--- src/rtl/instr_mem_loader_if.sv ---
// instr_mem_loader_if: load stream, core fetch and status signals between the program source/core and the loader.
interface instr_mem_loader_if #(parameter int DEPTH = 16);
  logic                     load_start;
  logic                     load_end;
  logic [7:0]               byte_in;
  logic                     byte_valid;
  logic                     byte_ready;
  logic [31:0]              addr;
  logic [31:0]              instr;
  logic                     core_rst;
  logic [$clog2(DEPTH):0]   word_count;
  logic [7:0]               checksum;
  modport master (
    output load_start, load_end, byte_in, byte_valid, addr,
    input  byte_ready, instr, core_rst, word_count, checksum
  );
  modport slave (
    input  load_start, load_end, byte_in, byte_valid, addr,
    output byte_ready, instr, core_rst, word_count, checksum
  );
endinterface

--- src/rtl/instr_mem_loader.sv ---
// instr_mem_loader: assembles a little-endian byte stream into instruction memory and holds the core in reset until loaded.
// Optional running byte checksum enabled by defining LOADER_CHECKSUM_EN.
module instr_mem_loader #(
  parameter int DEPTH = 16
) (
  input logic              clk,
  input logic              rst,
  instr_mem_loader_if.slave bus
);
  localparam int AW = $clog2(DEPTH);
  localparam logic [31:0] NOP = 32'h00000013;
  typedef enum logic [1:0] {IDLE, LOAD, RUN} state_t;
  state_t        state_q, state_d;
  logic [1:0]    byte_cnt_q, byte_cnt_d;
  logic [AW-1:0] word_ptr_q, word_ptr_d;
  logic [AW:0]   word_count_q, word_count_d;
  logic [31:0]   asm_q, asm_d;
  logic [31:0]   mem_q [DEPTH];
  logic          accept, we;
  // load_start wins over everything: a byte offered in the same cycle is dropped
  always_comb begin
    state_d = state_q;
    accept = state_q == LOAD && bus.byte_valid && !bus.load_start;
    we = accept && byte_cnt_q == 2'd3;
    asm_d = asm_q;
    if (accept) asm_d[{byte_cnt_q, 3'b000} +: 8] = bus.byte_in;
    byte_cnt_d = accept ? byte_cnt_q + 2'd1 : byte_cnt_q;
    word_ptr_d = we ? word_ptr_q + AW'(1) : word_ptr_q;
    word_count_d = we ? word_count_q + (AW+1)'(1) : word_count_q;
    if (bus.load_start) begin
      state_d = LOAD;
      byte_cnt_d = '0;
      word_ptr_d = '0;
      word_count_d = '0;
      asm_d = '0;
    end else if (state_q == LOAD && (bus.load_end || (we && word_ptr_q == AW'(DEPTH - 1)))) begin
      state_d = RUN;
    end
  end
  always_ff @(posedge clk or posedge rst) begin
    if (rst) begin
      state_q <= IDLE;
      byte_cnt_q <= '0;
      word_ptr_q <= '0;
      word_count_q <= '0;
      asm_q <= '0;
      for (int i = 0; i < DEPTH; i++) mem_q[i] <= NOP;
    end else begin
      state_q <= state_d;
      byte_cnt_q <= byte_cnt_d;
      word_ptr_q <= word_ptr_d;
      word_count_q <= word_count_d;
      asm_q <= asm_d;
      if (we) mem_q[word_ptr_q] <= asm_d;
    end
  end
`ifdef LOADER_CHECKSUM_EN
  logic [7:0] sum_q, sum_d;
  always_comb sum_d = bus.load_start ? 8'h00 : accept ? sum_q + bus.byte_in : sum_q;
  always_ff @(posedge clk or posedge rst) begin
    if (rst) sum_q <= '0;
    else sum_q <= sum_d;
  end
  assign bus.checksum = sum_q;
`else
  assign bus.checksum = 8'h00;
`endif
  assign bus.byte_ready = state_q == LOAD;
  assign bus.core_rst = state_q != RUN;
  assign bus.word_count = word_count_q;
  // fetch reads the registered array directly, so a same-cycle write returns old contents
  assign bus.instr = bus.addr < 32'(4 * DEPTH) ? mem_q[bus.addr[AW+1:2]] : NOP;
endmodule

--- src/flat_wrapper.sv ---
// flat-port wrapper written by rule: the top's interface ports become plain ports
module instr_mem_loader_flat 
#(
  parameter int DEPTH = 16
)
  (clk, rst, bus_load_start, bus_load_end, bus_byte_in, bus_byte_valid, bus_addr, bus_byte_ready, bus_instr, bus_core_rst, bus_word_count, bus_checksum);
  instr_mem_loader_if #(.DEPTH(DEPTH)) bus_i ();
  input logic clk;
  input logic rst;
  input wire logic [$bits(bus_i.load_start)-1:0] bus_load_start;
  input wire logic [$bits(bus_i.load_end)-1:0] bus_load_end;
  input wire logic [$bits(bus_i.byte_in)-1:0] bus_byte_in;
  input wire logic [$bits(bus_i.byte_valid)-1:0] bus_byte_valid;
  input wire logic [$bits(bus_i.addr)-1:0] bus_addr;
  output wire logic [$bits(bus_i.byte_ready)-1:0] bus_byte_ready;
  output wire logic [$bits(bus_i.instr)-1:0] bus_instr;
  output wire logic [$bits(bus_i.core_rst)-1:0] bus_core_rst;
  output wire logic [$bits(bus_i.word_count)-1:0] bus_word_count;
  output wire logic [$bits(bus_i.checksum)-1:0] bus_checksum;
  assign bus_i.load_start = bus_load_start;
  assign bus_i.load_end = bus_load_end;
  assign bus_i.byte_in = bus_byte_in;
  assign bus_i.byte_valid = bus_byte_valid;
  assign bus_i.addr = bus_addr;
  assign bus_byte_ready = bus_i.byte_ready;
  assign bus_instr = bus_i.instr;
  assign bus_core_rst = bus_i.core_rst;
  assign bus_word_count = bus_i.word_count;
  assign bus_checksum = bus_i.checksum;
  instr_mem_loader #(.DEPTH(DEPTH)) u_core (.clk(clk), .rst(rst), .bus(bus_i));
endmodule
--- config.mk ---
export PLATFORM = sky130hd
export DESIGN_NAME = instr_mem_loader_flat
export DESIGN_NICKNAME = d
export VERILOG_FILES = /design/src/rtl/instr_mem_loader_if.sv /design/src/rtl/instr_mem_loader.sv /design/src/flat_wrapper.sv
export SDC_FILE = /design/constraint.sdc
export NUM_CORES = 1
export LEC_CHECK = 0
export ABC_AREA = 1
export BUFFER_PORTS_ARGS = -buffer_cell sky130_fd_sc_hd__buf_2
export CELL_PAD_IN_SITES_DETAIL_PLACEMENT = 0
export CELL_PAD_IN_SITES_GLOBAL_PLACEMENT = 1
export CORE_ASPECT_RATIO = 1.2
export CORE_MARGIN = 3
export CORE_UTILIZATION = 35
export CTS_CLUSTER_DIAMETER = 60
export CTS_CLUSTER_SIZE = 20
export DETAILED_ROUTE_END_ITERATION = 7
export PLACE_DENSITY_LB_ADDON = 0.1
export SLEW_MARGIN = 15
export SYNTH_ARGS = -nofsm -noshare
export SYNTH_HDL_FRONTEND = slang
export SYNTH_SLANG_ARGS = --single-unit
--- constraint.sdc ---
create_clock -name clk -period 22 [get_ports clk]
set_input_delay 5.5 -clock clk [delete_from_list [all_inputs] [get_ports clk]]
set_output_delay 5.5 -clock clk [all_outputs]
set_load 0.02 [all_outputs]
-- Yosys cells after proc, flatten, opt, wreduce, memory -nomap -nowiden
Index checks and enable logic that the tools add are counted.
- logic and storage cells: 66
- output and inout bits: 47
- register bits after elaboration: 557
- input bits: 45
- equality and inequality tests: 4
- reduce and logical (&&, ||, !) cells: 11
- shift-type cells: 2
- mux-type cells: 18
- add/sub/neg operators: 4
- order comparisons: 4
- bitwise gates (word level): 2
- operators by type and width (operator ; number):
    512-bit bitwise mux ; 1
    32-bit two-way mux ; 6
    32-bit binary-select mux with 4-bit select ; 1
    32-bit demux with 4-bit select ; 1
    32-bit bitwise mux ; 1
    32-bit by 7-bit < comparator with 1-bit output (second input constant) ; 1
    8-bit by 7-bit variable shift with 32-bit output (first input constant) ; 1
    8-bit by 7-bit indexed part select with 32-bit output ; 1
    5-bit greater-or-equal comparator (second input constant) ; 2
    5-bit two-way mux ; 2
    4-bit inverter with 5-bit output ; 2
    2-bit two-way mux ; 4
    4-bit two-way mux ; 2
    5-bit negation with 7-bit output ; 1
    1-bit logical AND ; 6
    2-bit nonzero test ; 3
    5-bit by 1-bit adder with 5-bit output (second input constant) ; 1
    5-bit by 1-bit < comparator with 1-bit output (second input constant) ; 1
    4-bit by 1-bit adder with 4-bit output (second input constant) ; 1
    4-bit equality test (second input constant) ; 1
    2-bit by 1-bit adder with 2-bit output (second input constant) ; 1
    2-bit by 1-bit equality test with 1-bit output (second input constant) ; 1
    2-bit equality test (second input constant) ; 1
    2-bit inequality test (second input constant) ; 1
    2 further kinds ; 2

-- Longest topological paths before layout
- word-level depth: 9
- mapped depth: 11
- mapped depth without buffers: 9

-- Worst setup path after synthesis
No wires, ideal clock.
- path type: input-to-output
- from: input port bus_addr[2]
- to: output port bus_instr[2]
- slack: 9.678 ns
- data required time: 16.500 ns
- path buffers: 3
- data arrival time: 6.822 ns
- stages on the path: 7
- cells stage by stage: clkbuf_1 > clkbuf_1 > clkbuf_1 > a21oi_1 > nor2_1 > nor2_1 > nor2_1
- longest elaborated chain between the ends: 5
- elaborated cells on any way between the ends: 6
- classes of those cells: 1 x order compare; 4 x mux; 1 x bitwise
- ends and longest elaborated chain (what ; line ; text):
    from (decl) ; flat_wrapper.sv:14 ; input wire logic [$bits(bus_i.addr)-1:0] bus_addr;
    parallel branches: the longest is 4 deep, another holds 32-bit by 7-bit < comparator with 1-bit output ; - ;
    32-bit two-way mux * ; instr_mem_loader.sv:72 ; assign bus.instr = bus.addr < 32'(4 * DEPTH) ? mem_q[bus.addr[AW+1:2]] : NOP;
    to (decl) ; flat_wrapper.sv:16 ; output wire logic [$bits(bus_i.instr)-1:0] bus_instr;
Every way passes the cells marked *. The select of a mux whose other input is x is not followed.

-- Final worst setup path
- from: input port bus_addr[2]
- to: output port bus_instr[23]
Same word-level chain as after synthesis.

==> results.md <==
* Outcome: complete, no violations
* Synthesized area at 27,500 µm²
* Startpoint-to-endpoint class of the critical path: input port to output pin
* Post-synthesis cell count at 3,711
* Detail Route Antenna Nets at 0
* Area fraction of the dominant cell type after synthesis at 0.464
* Total count of hold-check failures in the final report at 0
* Core area at 77,100 µm²
* Critical Path Slowest Stage Cell: buf_4
* Number of clock buffers inserted by TritonCTS at 48
* Yosys warning count at 0
* Simple-gate portion of the synthesized area at 0.386
* Fraction of synthesized area in multiplexers at 0
* Worst Path Arrival at 8.42 ns
* Count of final setup violators at 0
* Upper clock frequency limit at 71.9 MHz
* DRC violations left at 0
* Average instance area after synthesis at 7.40 µm²
* Hold Crit Class: flop to flop
* Share of the synthesized netlist area taken by xor and xnor gates at 0.000957
* CTS tree: built
* Flip-flop and latch count after synthesis at 557
* Ratio of final minimum period to clock period at 0.633
* Proportion of layout cells with a drive suffix above 1 at 0.0871
* Worst path top cell family by delay: buffers and inverters
* Nets at 3,678
* Initial DRT Pass Iterations at 6
* Most common cell on crit path: nand3_1
* Number of antenna diodes at 0
* Insertion delay of the later-clocked pin in the worst-skew pair at 0.62 ns
* Root cell of the clock tree: clkbuf_16
* Clock period minus worst slack at 13.92 ns
* Power density cells at 69.0 nW/µm²
* Adder-cell area share of the yosys netlist at 0.00456
* Clock transition at the register clock pins on the worst setup and hold paths after CTS at 0.07 ns
* Launching instance or port of the critical path: bus_addr[2]
* Initial antenna violation count at 3
* Kind of capture point of the worst setup path: output pin
* Reg-to-reg critical path startpoint: u_core.state_q[1]
* Largest family of logic cells by synthesized area: simple AND/OR/NAND/NOR gates
* Setup tns final at 0 ns
* Post-synthesis to final-layout area growth at 9.49%
* Crit Path Max Fanout at 71
* Fraction of the mapped netlist area in compound gates at 0.0354
* Boundary Pins at 92
* Clk buf depth at 3
* Clock sink count at 557
* Die Outline Area at 81,900 µm²
* Via-per-instance ratio at 5.40
* HPWL after detailed placement at 55,200 µm
* WP data required at 16.50 ns
* First-pass GRT wire length at 160,000 µm
* Cells resized by post-CTS repair at 0
* Initial cell density of the core at 0.356
* Largest net degree at the start of global routing at 170
* Placement row count at 111
* Overall routing resource usage at 0.261
* Via count of the first global-routing pass at 24,505
* Critical path, cell by cell: buf_8, buf_4, buf_4, nand2_1, nand3_1, nand3_1, nand3_1, nand2_1, nor2_1, buf_2
* Max-slew headroom at 0.216
* Startpoint of the worst hold path: u_core.mem_q[164]
* H-tree levels at 2
* Actual slew at the worst max-slew pin at 1.17 ns
* Critical Path Start Type: input port
* Netlist cell types at 31
* Count of port buffers added during placement at 81
* Number of pins exceeding their max-slew limit in the final report at 0
* Avg WL per Cell at 22.9 µm
* CTS Hold Buffers Added at 0
* Total wire length after detailed routing at 107,000 µm
* Fraction of met1 tracks used by global routing at 0.375
* Reported leakage power at 0.0155 µW
* Post-CTS setup repair buffer count at 0
* Congestion Overflow GR at 0
* Die outline height at 313 µm
* First-iteration detailed-routing DRC count at 2,727
* Via count at 25,258
* Crit path buffers/inverters at 4
* Sequential area share after synthesis at 0.510
* Global routing met3 resource utilization at 0.0364
* Most Used Layer, Global Route: met2
* Horizontal extent of the die at 262 µm
* Top cells by area in the synthesized netlist: dfrtp_1 46%, nand2_1 26%, nand3_1 7.0%
* Fillcell total at 7,981
* RSZ-0062 raised after global routing: false
* Global routing usage on met2 at 0.410
* Final Skew at 0.0252 ns
* Multi-input logic area at 11,800 µm²
* Worst hold margin at 0.467 ns
* Max-cap violations at 0
* Footprint of the flip-flops and latches at 14,000 µm²
* Weighted congestion reported at the end of routability-driven placement at 0.797
* Biggest area consumer among synthesized cells: dfrtp_1
* VDD IR-drop max at 0.0000512 V
* Highest cell delay on the worst timing path at 0.84 ns
## flip-flops by register name (all words and copies together) (netlist names)
register               flops
u_core.state_q             2
u_core.bus.word_count      5
u_core.asm_q              32
u_core.word_ptr_q          4
u_core.mem_q             512
u_core.byte_cnt_q          2
## final timing paths
kind                                           to  slack (ns)  cells past startpoint
worst max register to register  u_core.mem_q[250]       18.33                     10
min in group asynchronous        u_core.asm_q[27]        5.07                      2
max in group asynchronous        u_core.mem_q[22]       14.53                      4
worst min-delay path            u_core.mem_q[164]        0.47                      2
worst max-delay path                bus_instr[23]        8.08                     10
worst min register to register  u_core.mem_q[164]        0.47                      2
## synthesized netlist by cell type
master    instances
xor2_1            3
nand3_2           1
nor3_1            9
conb_1            1
a31oi_1          22
buf_1            27
dfrtp_1         509
buf_6             7
inv_2             3
nor3_2            2
a21oi_1          62
o211ai_1          9
buf_2            61
nand3_1         385
ha_1             10
inv_1           117
clkinv_1          3
nor2_4            4
buf_4            27
nand2_2          15
nand2_1        1901
o21ai_0          72
nor2_2           11
nand2_4           1
dfstp_2          48
o21ai_2           8
o22ai_1           4
clkbuf_1        157
and3_1            8
nor2_1           83
nand4_1         141
## cells by family (layout without fill, tap and decap cells)
logic type,after synthesis,after routing
compound gates,177,177
xor+xnor,3,3
fa+ha+maj,10,10
buf+inv,402,345
flops,557,557
other cells,1,8
simple gates,2561,2561
## routing by layer
layer  share of wire  vias to the layer above
met2            0.45                      960
met1            0.45                    12572
met5               0                        -
met3           0.068                      162
li1                -                    11564
met4           0.030                        0
## worst min-delay path: stages (launching register included)
cell and delay (ns):
dfstp_2 0.37, nand2_1 0.05, nand2_1 0.04
## where the power goes
| group | internal (µW) | switching [µW] |
|---|---|---|
| registers | 1030 | 1.27 |
| clock network | 457 | 454 |
| logic | 26.1 | 110 |
## placed cells by master (no fill, tap or decap), types with 10 or more instances in the layout
cell,count
nand2_1,1900
nand2_2,16
ha_1,10
dfstp_2,48
a31oi_1,22
buf_4,52
clkbuf_16,50
dfrtp_1,509
nand3_1,384
nor2_1,80
inv_1,114
nand4_1,141
nor2_4,16
a21oi_1,62
buf_2,78
o21ai_0,72
## metrics by stage
| stage | area (µm²) | power (µW) | std cells | setup slack, ns | utilization |
|---|---|---|---|---|---|
| 3_5_place_dp | 28400 | 1180 | 4590 | 8.13 | 0.369 |
| 6_report | 30100 | 2070 | 4678 | 8.08 | 0.390 |
| 4_1_cts | 30100 | 2100 | 4678 | 8.11 | 0.390 |
| 3_3_place_gp | 28400 | 1180 | 4590 | 8.10 | 0.369 |
| 5_1_grt | 30100 | 2150 | 4678 | 7.92 | 0.390 |
| 2_1_floorplan | 27500 | 1140 | 3718 | 1.00 | - |
## final cells by class
class | instances | share of cell area
Multi-Input combinational cell | 2759 | 0.393
Clock buffer | 58 | 0.0436
Clock inverter | 30 | 0.0108
Inverter | 123 | 0.0162
Sequential cell | 557 | 0.466
Timing Repair Buffer | 134 | 0.0282
Tap cell | 1017 | 0.0423
Power figures use the tool's default switching activity.
